===== src/rtl/pipe_skid_register.sv =====
// Two-entry elastic pipeline register: main slot drives the output, skid slot
// absorbs one beat of back-pressure so in_ready depends only on registered state.
module pipe_skid_register #(
  parameter int unsigned n = 32
) (
  input  logic         clk,
  input  logic         rst_n,
  input  logic         flush,
  input  logic [n-1:0] in_data,
  input  logic         in_valid,
  output logic         in_ready,
  output logic [n-1:0] out_data,
  output logic         out_valid,
  input  logic         out_ready,
  output logic [1:0]   count
);

  typedef enum logic [1:0] {
    EMPTY = 2'd0,
    ONE   = 2'd1,
    FULL  = 2'd2
  } state_t;

  state_t       state;
  logic [n-1:0] main;
  logic [n-1:0] skid;
  logic         in_fire;
  logic         out_fire;

  always_comb begin
    out_valid = 1'b0;
    in_ready  = 1'b1;
    count     = 2'd0;
    case (state)
      EMPTY: begin
        out_valid = 1'b0;
        in_ready  = 1'b1;
        count     = 2'd0;
      end
      ONE: begin
        out_valid = 1'b1;
        in_ready  = 1'b1;
        count     = 2'd1;
      end
      FULL: begin
        out_valid = 1'b1;
        in_ready  = 1'b0;
        count     = 2'd2;
      end
      default: begin
        out_valid = 1'b0;
        in_ready  = 1'b1;
        count     = 2'd0;
      end
    endcase
  end

  assign out_data = main;
  assign in_fire  = in_valid & in_ready;
  assign out_fire = out_valid & out_ready;

  // Flush only retires the state; slot contents are left as-is since
  // out_valid is low until a fresh beat overwrites main.
  always_ff @(posedge clk or negedge rst_n) begin
    if (!rst_n) begin
      state <= EMPTY;
      main  <= '0;
      skid  <= '0;
    end else if (flush) begin
      state <= EMPTY;
    end else begin
      case (state)
        EMPTY: begin
          if (in_fire) begin
            main  <= in_data;
            state <= ONE;
          end
        end
        ONE: begin
          case ({in_fire, out_fire})
            2'b11: main <= in_data;
            2'b10: begin
              skid  <= in_data;
              state <= FULL;
            end
            2'b01: state <= EMPTY;
            default: state <= ONE;
          endcase
        end
        FULL: begin
          if (out_fire) begin
            main  <= skid;
            state <= ONE;
          end
        end
        default: state <= EMPTY;
      endcase
    end
  end

endmodule


===== config.mk =====
export PLATFORM = sky130hd
export DESIGN_NAME = pipe_skid_register
export DESIGN_NICKNAME = d
export VERILOG_FILES = /design/src/rtl/pipe_skid_register.sv
export SDC_FILE = /design/constraint.sdc
export NUM_CORES = 1
export LEC_CHECK = 0
export BUFFER_PORTS_ARGS = -buffer_cell sky130_fd_sc_hd__buf_4
export CAP_MARGIN = 25
export CORE_MARGIN = 8
export CORE_UTILIZATION = 43
export CTS_CLUSTER_SIZE = 8
export DETAILED_ROUTE_END_ITERATION = 10
export GPL_TIMING_DRIVEN = 0
export PLACE_DENSITY = 0.71
export SLEW_MARGIN = 25
export SYNTH_ARGS = -nofsm -noshare
export SYNTH_HDL_FRONTEND = slang
export SYNTH_SLANG_ARGS = --single-unit

===== constraint.sdc =====
create_clock -name clk -period 4.2 [get_ports clk]
set_clock_uncertainty 0.2 [all_clocks]
set_input_delay 0.84 -clock clk [delete_from_list [all_inputs] [get_ports clk]]
set_output_delay 0.84 -clock clk [all_outputs]
set_load 0.1 [all_outputs]

==> Yosys cells after proc, flatten, opt, wreduce, memory -nomap -nowiden <==
Index checks and enable logic that the tools add are counted.
{ "word_totals": {"out_inout_bits": 36, "word_cells": 35, "regBits": 66, "in_bits": 37} }
{ "op_classes": {"eq_ne": 11, "muxes": 12, "reduce_logical": 6, "n_bitwise": 3} }
{ "op_table": {"columns": ["operator", "n"], "rows": [
  ["two-way mux 32 bit", 3],
  ["case mux 32 bit (3 select lines)", 1],
  ["case mux 2 bit (3 select lines)", 2],
  ["!= test 3 bit (second input constant)", 3],
  ["equality test 2 bit (second input constant)", 3],
  ["two-way mux 2 bit", 3],
  ["AND reduction 3 bit", 2],
  ["AND reduction 5 bit", 1],
  ["equality test 2 x 1 -> 1 bit (second input constant)", 2],
  ["!= test 2 bit (second input constant)", 2],
  ["case mux 2 bit (2 select lines)", 1],
  ["nonzero test 3 bit", 1],
  ["AND 1 bit", 2],
  ["logical NOT 2 bit", 1],
  ["two-way mux 1 bit", 2],
  ["!= test 2 x 1 -> 1 bit (second input constant)", 1],
  ["OR reduction 2 bit", 1],
  ["inverter 1 bit", 1]
]} }

==> Depth between registers and ports, before layout <==
{ "depth": {"depth_word": 8, "mapped_depth": 10, "ltp_nobuf": 8} }

==> Least setup slack after synthesis <==
Ideal clock, no wire load.
{ "synth_path": {"path_kind": "flip-flop to flip-flop", "startpoint": "register state[0]", "endpoint": "register main[10], in the netlist out_data[10]", "path_slack_ns": 1.332, "n_path_buf": 2, "required_ns": 3.874, "setup_time_ns": 0.126, "arrival_ns": 2.542, "stages_incl_launch_ff": 7, "path_cell_list": "dfrtp_1 inv_1 ha_1 buf_4 clkbuf_1 mux2_2 mux2_2"} }
{ "synth_via": {"elab_chain_len": 7} }
{ "synth_lines": {"columns": ["item", "line_no", "rtl"], "rows": [
  ["start, declared", "24", "state_t state;"],
  ["start signal, assigned", "66", "state <= EMPTY;"],
  ["start signal, assigned", "70", "state <= EMPTY;"],
  ["start signal, assigned", "76", "state <= ONE;"],
  ["equality test 2 bit / equality test 2 x 1 -> 1 bit (equally long branches)", "34, 72", null],
  ["OR reduction 2 bit (no source line)", null, null],
  ["two-way mux 1 bit", "34", "case (state)"],
  ["AND 1 bit", "60", "assign out_fire = out_valid & out_ready;"],
  ["equality test 2 bit", "80", "case ({in_fire, out_fire})"],
  ["!= test 2 x 1 -> 1 bit (no source line)", null, null],
  ["AND reduction 5 bit (no source line)", null, null],
  ["end signal, assigned", "75", "main <= in_data;"],
  ["end signal, assigned", "81", "2'b11: main <= in_data;"],
  ["end signal, assigned", "92", "main <= skid;"],
  ["end, declared", "25", "logic [n-1:0] main;"]
]} }
Parallel ways exist; a longest one is shown, timed or not.
A chain may end at the register's enable or synchronous reset.

==> Worst setup path after layout <==
{ "layout_path": {"startpoint": "register state[0]", "endpoint": "output port out_valid"} }
{ "layout_via": {"elab_chain_len": 3} }
{ "layout_lines": {"columns": ["item", "line_no", "rtl"], "rows": [
  ["equality test 2 bit / equality test 2 x 1 -> 1 bit (equally long branches)", "34", null],
  ["OR reduction 2 bit (no source line) *", null, null],
  ["two-way mux 1 bit *", "34", null],
  ["end, declared", "13", "output logic out_valid,"]
]} }
Mark *: on every way between the ends. The rest lies on a longest branch, timed or not.

==> results.ini <==
[routing]
via_per_inst = 4.97
wirelength_mm = 6.23
drc_errors = 0
ant_nets = 0
firstDrtPassIters = 4
drt-initial-drc-count = 71
vias = 1907
drt-wirelength-per-cell_um = 16.2

[die]
coreArea_um2 = 6830
floorplan.io_pins = 73
num_rows = 30
die_h_um = 100
die-area_um2 = 10000
die_w_um = 100
initial_utilization_pct = 44.5

[final_layout]
num_antenna_cells = 0
syn_to_final_growth_pct = 27.1
final_cell_area_um2 = 3860
register_area_um2 = 1650
nets = 326
drive_gt1_share_pct = 67.0
multiInputGateArea_um2 = 1300
nFillCells = 607

[cts]
clk_latency_ns = 0.33
cts.path.max_buffers = 2
ctsHtreeMaxLevel = 3
cts_buffers = 9
post-cts-setup-buffer-count = 0
numClockSinks = 66
tritoncts = built
ctsResizeCount = 0
cts_root_buf = clkbuf_8
path_clk_slew_ns = 0.07
postCtsHoldBufs = 0

[synth]
synthArstFlopShare_pct = 100
synth.most_common_cell = mux2_2
synth_top_cell_area_share_pct = 54.3
synth_edf_count = 0
yosys_warnings = 0
yosysUniqueCellTypes = 24
synth-main-ff-cell = dfrtp_1
synth-seq-cells = 66
syn_area_per_cell_um2 = 15.2
syn_inst = 200
synth.largest_area_cell = dfrtp_1
syn_nets = 243
ys_seq_area_share_pct = 54.3
synth.cell_area_um2 = 3040
synthTopCellsByCount = mux2_2, dfrtp_1, ha_1
synth.area.top_cells = dfrtp_1, mux2_2, ha_1

[placement]
place.gp.congestion = 0.788
post-dp-hpwl_mm = 4.35
placed_cell_area_um2 = 3700
port_buffers = 72
place_ws_ns = 1.79

[sta]
finalWorstSetupSlack_ns = 1.65
relSlewSlack_pct = 43.9
worstMarginPinSlew_ns = 0.841
max_freq_mhz = 392
slew_violations = 0
setup_viol = 0
rsz0062_at_grt = no
final_hold_viol_count = 0
tns_ns = 0
period_share_pct = 60.8
period_minus_slack_ns = 2.55

[status]
status = finished, final reports clean

[global_route]
grt_pass1_wl_mm = 10.2
grt_antenna_before_repair = 0
grt_usage_pct = 13.0
grt_pass1_vias = 2090
grt-ovfl-total = 0
grt_max_degree = 67

[flow_run]
cap_violations = 0

[critical_path]
timing.setup.critical_path_class = reg -> out
worstPathMaxFanout = 5
crit_path_start_kind = flip-flop
cp_data_required_time_ns = 3.16
end_kind = output port
cp_data_arrival_time_ns = 1.51

[hold_path]
worstHoldPathType = reg -> reg

[cell usage in the layout, fill, tap and decap left out]
| cell | instances |
|---|---|
| a211oi_1 | 1 |
| a21oi_1 | 1 |
| a221oi_2 | 1 |
| and4b_2 | 1 |
| buf_2 | 5 |
| buf_4 | 73 |
| buf_6 | 2 |
| buf_8 | 1 |
| clkbuf_1 | 3 |
| clkbuf_8 | 9 |
| clkinv_2 | 3 |
| clkinv_4 | 1 |
| clkinvlp_4 | 1 |
| dfrtp_1 | 66 |
| ha_1 | 6 |
| inv_1 | 5 |
| mux2_1 | 2 |
| mux2_2 | 93 |
| mux2_4 | 1 |
| nand2_1 | 2 |
| nand3b_1 | 1 |
| nand4_1 | 2 |
| nor2_1 | 1 |
| nor2b_1 | 2 |
| nor3_1 | 1 |
| o211ai_4 | 1 |
| o22ai_2 | 1 |
| o31ai_1 | 2 |
[final cells by class]
cell class	count	area share, %
inverter	5	0.486
buffer	10	1.91
timing repair buffer	72	14.0
sequential	66	42.7
clock buffer	11	3.40
clock inverter	5	0.810
tap	96	3.11
multi-input combinational	119	33.5
[final timing paths]
check / startpoint / endpoint / slack (ns) / cells after the start
max: state[0] / out_valid / 1.65 / 3
max in group asynchronous: rst_n / out_data[14] / 2.84 / 1
max reg2reg: state[0] / out_data[14] / 1.82 / 6
min in group asynchronous: rst_n / out_data[1] / 0.39 / 1
min: skid[3] / skid[3] / 0.29 / 1
min reg2reg: skid[3] / skid[3] / 0.29 / 1
[metrics by stage]
stage | util (%) | hold slack (ns) | std cells
2_1_floorplan | - | 0.259 | 200
3_3_place_gp | 54.2 | 0.268 | 368
3_5_place_dp | 54.2 | 0.279 | 368
4_1_cts | 56.6 | 0.294 | 384
5_1_grt | 56.6 | 0.308 | 384
6_report | 56.6 | 0.285 | 384
[worst max-delay path: stages (launching register included)]
cell	delay, ns
dfrtp_1	0.38
inv_1	0.10
ha_1	0.38
buf_4	0.32
[layer usage]
metal	global-route usage, %	vias up	routed length [um]	share of wire [%]
met2	20.4	42	3000	48
met5	0	-	0	0
met1	15.6	970	2790	45
met4	5.93	0	81	1.3
met3	4.78	9	366	5.9
li1	-	886	-	-
[logic make-up (layout without fill, tap and decap cells)]
| kind of cell | after synthesis | count (layout) | share of synthesized area [%] |
|---|---|---|---|
| buffers and inverters | 15 | 103 | 3.04 |
| AND/OR/NAND/NOR | 10 | 10 | 1.98 |
| AO/OA/AOI/OAI | 7 | 7 | 2.51 |
| multiplexers | 96 | 96 | 35.7 |
| flip-flops | 66 | 66 | 54.3 |
| adder cells (fa/ha/maj) | 6 | 6 | 2.47 |
[flip-flops by register name, indices dropped and copies added, names as in the netlist]
| name | cells |
|---|---|
| out_data | 32 |
| state | 2 |
| skid | 32 |
Power is left out: the tool's default activity adds up to more than one toggle a clock period on the data nets, which glitch-free logic cannot reach.
